**config.mk**
```make
export PLATFORM = sky130hd
export DESIGN_NAME = uart_cmd_hub
export DESIGN_NICKNAME = d
export VERILOG_FILES = /design/src/rtl/uart_cmd_pkg.sv /design/src/rtl/byte_fifo.sv /design/src/rtl/uart_cmd_hub.sv
export SDC_FILE = /design/constraint.sdc
export NUM_CORES = 1
export LEC_CHECK = 0
export CAP_MARGIN = 5
export CORE_ASPECT_RATIO = 0.75
export CORE_MARGIN = 3
export CORE_UTILIZATION = 50
export CTS_BUF_LIST = sky130_fd_sc_hd__clkbuf_4 sky130_fd_sc_hd__clkbuf_8
export CTS_CLUSTER_SIZE = 25
export DETAILED_ROUTE_END_ITERATION = 12
export PLACE_DENSITY = 0.7
export SYNTH_ARGS = -nofsm -noshare
export SYNTH_HDL_FRONTEND = slang
export SYNTH_SLANG_ARGS = --single-unit
```
**constraint.sdc**
```tcl
create_clock -name clk -period 3.79 [get_ports clk]
set_input_delay 0.758 -clock clk [delete_from_list [all_inputs] [get_ports clk]]
set_output_delay 0.758 -clock clk [all_outputs]
set_load 0.01 [all_outputs]
```
**src/rtl/uart_cmd_pkg.sv**
```systemverilog
// Shared ASCII command/response constants and MODE encodings for the UART command hub.
package uart_cmd_pkg;

    localparam logic [7:0] CMD_BASE = 8'h31;  // '1' toggles led[0]
    localparam logic [7:0] CMD_CLR  = 8'h63;  // 'c'
    localparam logic [7:0] CMD_SET  = 8'h73;  // 's'
    localparam logic [7:0] ACK      = 8'h2B;  // '+'
    localparam logic [7:0] NAK      = 8'h3F;  // '?'

    localparam int MODE_LOOP = 0;
    localparam int MODE_ACK  = 1;

endpackage

```
**src/rtl/byte_fifo.sv**
```systemverilog
// Per-channel rx byte buffer: first-word fall-through head, push ignored when full unless popped.
module byte_fifo #(
    parameter int DEPTH = 4
) (
    input  logic       clk,
    input  logic       rst_n,
    input  logic       push,
    input  logic [7:0] din,
    input  logic       pop,
    output logic [7:0] head,
    output logic       full,
    output logic       empty
);
    localparam int AW = $clog2(DEPTH);

    logic [7:0]  mem [DEPTH];
    logic [AW:0] wr_ptr, rd_ptr;
    logic        wr_en, rd_en;

    // A pop frees the slot the push is about to fill, so push-on-full is fine then.
    assign wr_en = push && (!full || pop);
    assign rd_en = pop && !empty;
    assign empty = (wr_ptr == rd_ptr);
    assign full  = (wr_ptr[AW] != rd_ptr[AW]) && (wr_ptr[AW-1:0] == rd_ptr[AW-1:0]);
    assign head  = mem[rd_ptr[AW-1:0]];

    always_ff @(posedge clk or negedge rst_n) begin
        if (!rst_n) begin
            wr_ptr <= '0;
            rd_ptr <= '0;
        end else begin
            if (wr_en) wr_ptr <= wr_ptr + 1'b1;
            if (rd_en) rd_ptr <= rd_ptr + 1'b1;
        end
    end

    always_ff @(posedge clk) begin
        if (wr_en) mem[wr_ptr[AW-1:0]] <= din;
    end

endmodule

```
**src/rtl/uart_cmd_hub.sv**
```systemverilog
// Multi-channel UART command hub: per-channel rx FIFOs, round-robin pop, LED command
// decode and a per-channel reply (loopback or ACK/NAK), plus a heartbeat LED.
module uart_cmd_hub
    import uart_cmd_pkg::*;
#(
    parameter int CHANNELS   = 2,
    parameter int NUM_LEDS   = 4,
    parameter int FIFO_DEPTH = 4,
    parameter int MODE       = 0,
    parameter int HB_BITS    = 24
) (
    input  logic                  clk,
    input  logic                  rst_n,
    input  logic [CHANNELS-1:0]   rx_valid,
    input  logic [8*CHANNELS-1:0] rx_data,
    input  logic [CHANNELS-1:0]   tx_ready,
    output logic [CHANNELS-1:0]   tx_send,
    output logic [8*CHANNELS-1:0] tx_data,
    output logic [NUM_LEDS:0]     led,
    output logic [CHANNELS-1:0]   overflow
);
    localparam int PTR_W = (CHANNELS > 1) ? $clog2(CHANNELS) : 1;

    logic [CHANNELS-1:0]       fifo_full, fifo_empty, elig, pop;
    logic [CHANNELS-1:0][7:0]  head;
    logic [PTR_W-1:0]          rr_ptr, gnt_idx, cand, sel_idx;
    logic                      gnt_vld, sel_vld, recognised;
    logic [7:0]                sel_byte, reply;
    logic [NUM_LEDS-1:0]       cmd_led, cmd_led_nxt;
    logic [HB_BITS-1:0]        hb_cnt;

    for (genvar g = 0; g < CHANNELS; g++) begin : g_ch
        byte_fifo #(.DEPTH(FIFO_DEPTH)) u_fifo (
            .clk   (clk),
            .rst_n (rst_n),
            .push  (rx_valid[g]),
            .din   (rx_data[8*g +: 8]),
            .pop   (pop[g]),
            .head  (head[g]),
            .full  (fifo_full[g]),
            .empty (fifo_empty[g])
        );
    end

    assign elig = ~fifo_empty & tx_ready;

    // Scan from the highest offset down so the candidate nearest the pointer wins.
    always_comb begin
        gnt_vld = 1'b0;
        gnt_idx = '0;
        cand    = '0;
        for (int k = CHANNELS - 1; k >= 0; k--) begin
            cand = PTR_W'((int'(rr_ptr) + k) % CHANNELS);
            if (elig[cand]) begin
                gnt_vld = 1'b1;
                gnt_idx = cand;
            end
        end
    end

    always_comb begin
        pop = '0;
        for (int c = 0; c < CHANNELS; c++)
            pop[c] = gnt_vld && (gnt_idx == PTR_W'(c));
    end

    always_comb begin
        cmd_led_nxt = cmd_led;
        recognised  = 1'b0;
        for (int i = 0; i < NUM_LEDS; i++) begin
            if (sel_byte == CMD_BASE + 8'(i)) begin
                cmd_led_nxt[i] = ~cmd_led[i];
                recognised     = 1'b1;
            end
        end
        if (sel_byte == CMD_CLR) begin
            cmd_led_nxt = '0;
            recognised  = 1'b1;
        end else if (sel_byte == CMD_SET) begin
            cmd_led_nxt = '1;
            recognised  = 1'b1;
        end
    end

    assign reply = (MODE == MODE_ACK) ? (recognised ? ACK : NAK) : sel_byte;
    assign led   = {hb_cnt[HB_BITS-1], cmd_led};

    always_ff @(posedge clk or negedge rst_n) begin
        if (!rst_n) begin
            rr_ptr   <= '0;
            sel_vld  <= 1'b0;
            sel_idx  <= '0;
            sel_byte <= '0;
            tx_send  <= '0;
            tx_data  <= '0;
            cmd_led  <= '0;
            hb_cnt   <= '0;
            overflow <= '0;
        end else begin
            hb_cnt   <= hb_cnt + 1'b1;
            overflow <= overflow | (rx_valid & fifo_full & ~pop);
            sel_vld  <= gnt_vld;
            if (gnt_vld) begin
                sel_idx  <= gnt_idx;
                sel_byte <= head[gnt_idx];
                rr_ptr   <= (gnt_idx == PTR_W'(CHANNELS - 1)) ? '0 : gnt_idx + 1'b1;
            end
            tx_send <= '0;
            if (sel_vld) begin
                cmd_led <= cmd_led_nxt;
                for (int c = 0; c < CHANNELS; c++) begin
                    if (sel_idx == PTR_W'(c)) begin
                        tx_send[c]         <= 1'b1;
                        tx_data[8*c +: 8]  <= reply;
                    end
                end
            end
        end
    end

endmodule

```
* Word-level counts from Yosys, hierarchy flattened *
Memory sizes are Yosys's and may differ from the RTL's.
Index checks and enable logic that the tools add are counted.

word-level totals
  flip-flop bits (word level) = 71
  bits in latches = 0
  memories = 2
  bits in read-only memories = 0
  RAM bits = 64
  output and inout port bits = 25

operators by class
  bitwise logic cells = 12
  equality and inequality tests = 12
  $mul = 0
  muxes and demuxes = 24
  div/mod/pow operators = 0
  $add $sub $neg = 7
  shifts and indexed selects = 0
  $lt $le $gt $ge = 3
  reduce and logical (&&, ||, !) cells = 24

memory list
  memory              words  bits a word  rd ports  clocked after Yosys merged registers in  wr ports  RTL line         RTL
  g_ch[0].u_fifo.mem  4      8            1         0                                        1         byte_fifo.sv:16  logic [7:0] mem [DEPTH];
  g_ch[1].u_fifo.mem  4      8            1         0                                        1         byte_fifo.sv:16

operators by type and width
  operator                 count
  $eq A8 B6 Y1 const B     4
  $add A24 B1 Y24 const B  1
  $mux W1                  19
  $eq A8 B7 Y1 const B     2
  $mux W8                  2
  $add A3 B1 Y3 const B    4
  $reduce_and A2 Y1        6
  $reduce_bool A3 Y1       4
  $logic_and A1 B1 Y1      8
  $mux W4                  2
  $and A2 B2 Y2            3
  $eq A3 B3 Y1             2
  $lt A1 B2 Y1 const B     3
  $not A1 Y1               6
  $eq A2 B2 Y1             2
  $logic_not A1 Y1         4
  $not A2 Y2               2
  $add A1 B1 Y1 const B    2
  $logic_or A1 B1 Y1       2
  $mux W2                  1
  $ne A1 B1 Y1             2
  $or A2 B2 Y2             1

* Longest topological paths before layout *
Gate-level depths: netlist (run 1).

  word-level depth = 13
  gate-level depth with buffers = 8
  mapped depth without buffers = 6

* By module *
A second synthesis (run 1) with hierarchy kept.

second synthesis, totals
  cells, all modules = 377
  area total of the unflattened synthesis = 5751.8 sq um

modules (own cells, without submodules)
  module                       times used  area each (sq um)  sequential area each (sq um)  cells an instance
  uart_cmd_hub                 1           2506.2             1476.4                        209
  byte_fifo at g_ch[1].u_fifo  1           1631.6             1111.1                        80
  byte_fifo at g_ch[0].u_fifo  1           1614.0             1111.1                        88

* Least setup slack after synthesis (run 1) *
OpenSTA, ideal clock, no wires.

  kind = flip-flop to flip-flop
  start point = register g_ch[1].u_fifo.rd_ptr[1]
  end point = memory g_ch[0].u_fifo.mem[2][0] (enable)
  period minus slack after synthesis = 2.043 ns
  setup slack = 1.747 ns
  cell stages (with the launch flop) = 7
  path buffers = 1
  data arrival time = 1.711 ns
  cell sequence = dfrtp_1 -> buf_6 -> xor2_1 -> o31a_2 -> a21boi_2 -> o21a_1 -> and2_1

between the ends
  cells in the longest elaborated chain, start to end = 13
  elaborated cells between the ends (all ways) = 17

RTL lines
  what                                        RTL line            RTL
  start: declaration                          byte_fifo.sv:17     logic [AW:0] wr_ptr, rd_ptr;
  start signal: assignment                    byte_fifo.sv:33     if (rd_en) rd_ptr <= rd_ptr + 1'b1;
  $eq A3 B3 Y1 (*)                            byte_fifo.sv:23     assign empty = (wr_ptr == rd_ptr);
  $not A2 Y2 (*)                              uart_cmd_hub.sv:45  assign elig = ~fifo_empty & tx_ready;
  $and A2 B2 Y2 (*)                           uart_cmd_hub.sv:45
  $mux W1 (not written as such) (2 in a row)  uart_cmd_hub.sv:54  if (elig[cand]) begin
  $mux W1 (2 in a row)                        uart_cmd_hub.sv:54
  $not A1 Y1                                  uart_cmd_hub.sv:64  pop[c] = gnt_vld && (gnt_idx == PTR_W'(c));
  $logic_and A1 B1 Y1 (*)                     uart_cmd_hub.sv:64
  $logic_or A1 B1 Y1 (*)                      byte_fifo.sv:21     assign wr_en = push && (!full || pop);
  $logic_and A1 B1 Y1 (*)                     byte_fifo.sv:21
  $mux W1 (*)                                 byte_fifo.sv:38     if (wr_en) mem[wr_ptr[AW-1:0]] <= din;
  $mux W1 (not written as such) (*)           byte_fifo.sv:38
  end: declaration                            byte_fifo.sv:16

Every way passes the cells marked *; elsewhere a longest branch is shown, timed or not. The select of a mux whose other input is x is not followed.

* Final worst setup path (run 1) *
  start point = register g_ch[0].u_fifo.rd_ptr[0]
  end point = register sel_byte[6] (netlist: reply[6])

between the ends
  cells in the longest elaborated chain, start to end = 9
  elaborated cells between the ends (all ways) = 14

RTL lines
  what                                        RTL line             RTL
  start: declaration                          byte_fifo.sv:17
  start signal: assignment                    byte_fifo.sv:33
  $eq A3 B3 Y1                                byte_fifo.sv:23
  $not A2 Y2                                  uart_cmd_hub.sv:45
  $and A2 B2 Y2                               uart_cmd_hub.sv:45
  $mux W1 (not written as such) (2 in a row)  uart_cmd_hub.sv:54
  $mux W1 (2 in a row)                        uart_cmd_hub.sv:54
  $mux W8 (not written as such) (2 in a row)  uart_cmd_hub.sv:105  sel_byte <= head[gnt_idx];
  end signal: assignment                      uart_cmd_hub.sv:105
  end: declaration                            uart_cmd_hub.sv:28   logic [7:0] sel_byte, reply;

Parallel ways exist; a longest one is shown, timed or not. The select of a mux whose other input is x is not followed.
A chain may end at the register's enable or synchronous reset.

==> flow_summary.yaml, run 1 <==
finish:
  fillers: 857
  final_nets: 449
  final_core_util: 0.6013
  fin_cells: 569
  n_antenna_cell: 0
  mostFrequentLayoutCells: "71 x dfrtp_1, 64 x edfxtp_1, 45 x clkdlybuf4s50_1"
  drive_gt1_frac: 0.1795
  final_common_cell: "dfrtp_1"
  syn2layout_area_growth_pct: 15.84
placed_design:
  hpwl_um: 7069
  io_buffer_count: 46
  gp_congestion: 0.7604
  pre_cts_slack_ns: 1.148
  dp_cells: 537
grt:
  grt_pass1_vias: 3206
  antenna_found_initial: 0
  grt_start_max_net_pins: 72
  grtUsageTotal: 0.1717
  grt.overflow.total: 0
  grt_first_pass_wirelength_um: 16590
pwr:
  clockPowerShare: 0.218
  p_leak_nw: 2.599
  switching_share: 0.3310
  sequentialPowerShare: 0.466
  peakVddDrop_mv: 0.3609
  power.density_nw_per_um2: 756.0
  switchingPower_mw: 1.665
  pwr-share-comb: 0.317
  intPower_mw: 3.365
cts:
  cts_buffers: 17
  clock_latency_ns: 0.43
  ctsLongestPathBuffers: 2
  cts-root-buf: "clkbuf_8"
  clock-sinks: 135
  clk_pin_slew_ns: 0.08
  cts_setup_buffers: 0
  cts-resized-gates: 0
  cts_tree: "built"
  cts_hold_buffers: 0
  htree_levels: 4
routing:
  vias: 3067
  viasPerCell: 5.390
  wl_um: 10000
  post_drt_wl_per_cell_um: 17.58
  drc: 0
  firstDrtPassIters: 5
  drt_iter0_markers: 215
  drt.antenna.violating_nets: 0
worst_setup_path:
  cp_max_fo: 12
  path_delay_family: "flip-flops"
  crit_type: "flop to flop"
  timing.rr.start: "g_ch[0].u_fifo.rd_ptr[0]$_DFFE_PN0P_"
  start_kind: "flop"
  cp_slowest_cell: "dfrtp_1"
  required_ns: 4.07
  cp_cell_sequence: "xor2_4 > o311ai_4 > and2_1 > mux2i_1 > a21oi_1"
  max_stage_delay_ns: 0.79
  worstPathArrival_ns: 2.74
  worst-path-buf-inv: 0
  crit_path_start: "g_ch[0].u_fifo.rd_ptr[0]$_DFFE_PN0P_"
  end_kind: "flop"
floorplanning:
  core_um2: 11070
  std_cell_rows: 33
  initial_utilization: 0.5191
  chipWidth_um: 129.8
  die-area_um2: 12820
  io_pins: 47
  die_y_um: 98.83
synthesis:
  synth_edf_count: 64
  avgSynthCellArea_um2: 15.87
  synthCells: 362
  ys_warn_count: 0
  synth_top_area_share: 0.3346
  synth_nets: 395
  ys_ff_latch: 135
  yosysTopAreaCell: "edfxtp_1"
  synth-seq-area-share: 0.6439
  synth.distinct_cells: 53
  async_flop_share: 0.5259
  netlist_top_cells_area: "edfxtp_1 33%, dfrtp_1 31%, mux4_1 4.1%"
  synth-main-ff-cell: "dfrtp_1"
  syn_area_um2: 5744
sta:
  setup_tns_ns: 0
  maxSlewViolCount: 0
  hold_viol: 0
  whs_ns: 0.4552
  period_share: 0.6492
  rsz0062_at_grt: "false"
  fmax_mhz: 406.5
  skew_ns: 0.01201
  fin_ws_ns: 1.330
  finalCriticalPeriod_ns: 2.460
  maxSlewHeadroom: 0.4004
  setup_viol: 0
  worst_slew_pin_slew_ns: 0.8994
min_path:
  hold_class: "flop to flop"
  hold_start: "hb_cnt[0]$_DFF_PN0_"
outcome:
  status: "finished, final reports clean"
job:
  cap_violations: 0
==> logic make-up after synthesis <==
logic type,count (synthesis),share of synthesized area
flops,135,0.6439
simple gates,78,0.07427
mux,44,0.1224
xor+xnor,37,0.06426
compound gates,32,0.04400
buf+inv,25,0.02722
fa+ha+maj,11,0.02396
==> layer usage <==
metal  part of all wire  vias to the layer above  GRT usage  routed length [µm]
met2               0.44                       76     0.2356                4375
met4              0.010                        0    0.06789                 103
met5                  0                        -          0                   0
met1               0.50                     1535     0.2620                5043
li1                   -                     1448          -                   -
met3              0.048                        8    0.04550                 480
==> power groups by stage <==
stage                     Sequential, mW  Clock (mW)  Combinational (mW)
after detailed placement            2.37           0                1.62
after CTS                           2.35        1.12                1.62
final                               2.34        1.10                1.59
after global routing                2.40        1.20                1.76
after global placement              2.35           0                1.57
after floorplan                     2.23           0                1.22
==> registers in the layout, indices dropped and copies added, names as in the netlist <==
signal / cells
hb_cnt: 24
sel_idx: 1
sel_vld: 1
g_ch.u_fifo.wr_ptr: 6
g_ch.u_fifo.mem: 64
overflow: 2
tx_send: 2
reply: 8
rr_ptr: 1
tx_data: 16
cmd_led: 4
g_ch.u_fifo.rd_ptr: 6
==> worst reg2reg max path, delay by kind of cell (launching register included) <==
kind	cells	cell delay, ns
DFF	1	0.79
and+or+nand+nor	1	0.59
AOI/OAI and AO/OA	2	0.44
muxes	1	0.32
xor gates and xnor gates	1	0.17
==> cells in the mapped netlist, drive strengths merged (3+ instances only) <==
master  number
nor4         4
ha          11
a21o         3
mux2i        8
o21ai        5
nor2        18
buf          9
xor2        18
nand3        8
and3         4
mux2        20
inv         12
and2         8
nand2       19
nand2b       5
clkbuf       4
dfrtp       71
edfxtp      64
mux4        16
xnor2       19
nand4        3
a21oi       11
==> through the flow <==
step	power (mW)	instance area, µm²
CTS	5.088	6654
detailed placement	3.990	6279
global route	5.357	6654
finish	5.031	6654
global placement	3.914	6279
floorplan	3.459	5744
==> final cells by class <==
type                       count  area, µm²  share of cell area
clock buffer                  19      249.0             0.03742
tap                          140      175.2             0.02633
timing repair buffer          48      470.5             0.07070
inverter                      12      45.04            0.006769
multi-input combinational    202       1889              0.2839
clock inverter                13      126.4             0.01899
sequential                   135       3699              0.5558
==> final timing paths <==
| check | to | slack (ns) | depth (start not counted) |
|---|---|---|---|
| worst min register to register | hb_cnt[0]$_DFF_PN0_ | 0.46 | 1 |
| worst min-delay path | hb_cnt[0]$_DFF_PN0_ | 0.46 | 1 |
| worst max register to register | reply[6]$_DFFE_PN0N_ | 1.33 | 5 |
| worst max-delay path | reply[6]$_DFFE_PN0N_ | 1.33 | 5 |
| min in group asynchronous | tx_data[14]$_DFFE_PN0P_ | 0.54 | 2 |
| max in group asynchronous | reply[5]$_DFFE_PN0N_ | 2.67 | 2 |
No activity file was read; power rests on OpenSTA's default activity.
==> inputs of run 2 (changes only) <==
--- a/config.mk
+++ b/config.mk
@@ -12,7 +12,7 @@
 export CTS_BUF_LIST = sky130_fd_sc_hd__clkbuf_4 sky130_fd_sc_hd__clkbuf_8
 export CTS_CLUSTER_SIZE = 25
 export DETAILED_ROUTE_END_ITERATION = 12
-export PLACE_DENSITY = 0.7
+export PLACE_DENSITY = 0.73
 export SYNTH_ARGS = -nofsm -noshare
 export SYNTH_HDL_FRONTEND = slang
 export SYNTH_SLANG_ARGS = --single-unit
==> constraint.sdc (replaced) <==
create_clock -name clk -period 2 [get_ports clk]
set_input_delay 0.4 -clock clk [delete_from_list [all_inputs] [get_ports clk]]
set_output_delay 0.4 -clock clk [all_outputs]
set_load 0.01 [all_outputs]
==> flow_summary.yaml, run 2 (synthesis gave the netlist of run 1 again) <==
routing:
  viasPerCell: 5.321
  drc: 0
  wl_um: 10030
  vias: 3182
  post_drt_wl_per_cell_um: 16.77
  firstDrtPassIters: 4
  drt_iter0_markers: 236
  drt.antenna.violating_nets: 0
sta:
  whs_ns: 0.4526
  setup_viol: 0
  maxSlewHeadroom: 0.6652
  finalCriticalPeriod_ns: 1.954
  worst_slew_pin_slew_ns: 0.4953
  rsz0062_at_grt: "true"
  period_share: 0.9772
  skew_ns: 0.01320
  maxSlewViolCount: 0
  fmax_mhz: 511.7
  hold_viol: 0
worst_setup_path:
  worstPathArrival_ns: 2.07
  rr_endpoint: "g_ch[0].u_fifo.mem[2][0]$_DFFE_PP_"
  reg2reg_slack_ns: 0.05
  required_ns: 2.12
  reg2reg_depth: 5
  end_kind: "flop"
  cp_max_fo: 8
  crit_path_start: "g_ch[1].u_fifo.rd_ptr[1]$_DFFE_PN0P_"
  timing.rr.start: "g_ch[1].u_fifo.rd_ptr[1]$_DFFE_PN0P_"
  crit_type: "flop to flop"
  start_kind: "flop"
min_path:
  hold_depth: 1
  hold_end: "hb_cnt[0]$_DFF_PN0_"
  hold_start: "hb_cnt[0]$_DFF_PN0_"
  hold_class: "flop to flop"
floorplanning:
  chipWidth_um: 129.8
  std_cell_rows: 33
  initial_utilization: 0.5191
  die-area_um2: 12820
  die_y_um: 98.83
  io_pins: 47
  core_um2: 11070
pwr:
  pwr-share-comb: 0.354
  sequentialPowerShare: 0.403
  clockPowerShare: 0.243
  switchingPower_mw: 3.282
  peakVddDrop_mv: 0.7061
  power.density_nw_per_um2: 1504
  intPower_mw: 7.261
  switching_share: 0.3113
  power_mw: 10.54
  p_leak_nw: 2.803
finish:
  drive_gt1_frac: 0.2445
  largest_reg_flops: 64
  n_antenna_cell: 0
  mostFrequentLayoutCells: "71 x dfrtp_1, 64 x edfxtp_1, 45 x clkdlybuf4s50_1, 28 x buf_4"
  syn2layout_area_growth_pct: 22.02
  final_common_cell: "dfrtp_1"
  final_nets: 478
placed_design:
  io_buffer_count: 46
  hpwl_um: 6977
  gp_congestion: 0.7371
cts:
  htree_levels: 4
  cts-root-buf: "clkbuf_8"
  clk_pin_slew_ns: 0.08
  clock_latency_ns: 0.43
  ctsLongestPathBuffers: 2
  cts_tree: "built"
  clock-sinks: 135
  cts_buffers: 17
job:
  cap_violations: 0
grt:
  grt_pass1_vias: 3239
  grt_start_max_net_pins: 72
  grtUsageTotal: 0.1728
  grt_first_pass_wirelength_um: 16750
  antenna_found_initial: 0
  grt.overflow.total: 0
outcome:
  status: "finished, final reports clean"
[run 2: area by class of cell]
cell class / count / area, µm²
clock buffers: 17 / 234.0
clock inverters: 15 / 225.2
fillers: 823 / 4056
inverters: 12 / 45.04
multi-input cells: 202 / 1916
flip-flops and latches: 135 / 3699
well taps: 140 / 175.2
repair buffers: 77 / 715.7
[run 2: how the worst max path moves through the flow]
stage	to	slack [ns]	depth (start not counted)
floorplan	g_ch[0].u_fifo.mem[2][0]$_DFFE_PP_	0.04	6
global placement	g_ch[1].u_fifo.wr_ptr[2]$_DFFE_PN0P_	-0.24	5
detailed placement	g_ch[1].u_fifo.wr_ptr[2]$_DFFE_PN0P_	-0.27	5
CTS	g_ch[0].u_fifo.mem[1][2]$_DFFE_PP_	0.02	5
global route	g_ch[0].u_fifo.mem[2][0]$_DFFE_PP_	-0.04	5
finish	g_ch[0].u_fifo.mem[2][0]$_DFFE_PP_	0.05	5
[run 2: power groups by stage]
stage	logic [mW]	registers [mW]	clock network [mW]
6_report	3.73	4.25	2.56
5_1_grt	4.09	4.35	2.73
4_1_cts	3.73	4.26	2.60
3_5_place_dp	3.67	4.31	0
3_3_place_gp	3.57	4.27	0
2_1_floorplan	2.33	4.23	0
[run 2: metal layers]
metal / routed length (µm) / up-vias / global-route usage
met2: 4480 / 85 / 0.2487
met1: 4931 / 1594 / 0.2601
met4: 105 / 0 / 0.05032
met3: 509 / 11 / 0.04767
li1: - / 1492 / -
met5: 0 / - / 0
[run 2: repair_timing]
| action | 4_1_cts | 5_1_grt |
|---|---|---|
| resized for setup | 6 | 3 |
| hold buffers | 1 | 0 |
| endpoints found under the hold margin | 68 | 0 |
| setup endpoints to repair | 34 | 59 |
| buffers inserted | 0 | 2 |
| pin swaps | 0 | 2 |
[run 2: critical path, cell delays in order (launching register included)]
cell and delay [ns]:
dfrtp_1 0.41, xor2_1 0.17, o31a_2 0.38, a21boi_2 0.18, o21a_1 0.21, and2_2 0.29
[run 2: stage by stage]
stage	area, µm²	instances	TNS (ns)	utilization	setup WS (ns)
6_report	7009	598	0	0.6334	0.04555
5_1_grt	7009	598	-0.5907	0.6334	-0.03572
4_1_cts	6985	596	0	0.6313	0.01693
3_5_place_dp	6502	563	-11.46	0.5876	-0.2749
3_3_place_gp	6502	563	-8.960	0.5876	-0.2381
2_1_floorplan	5748	362	0	-	0.03608
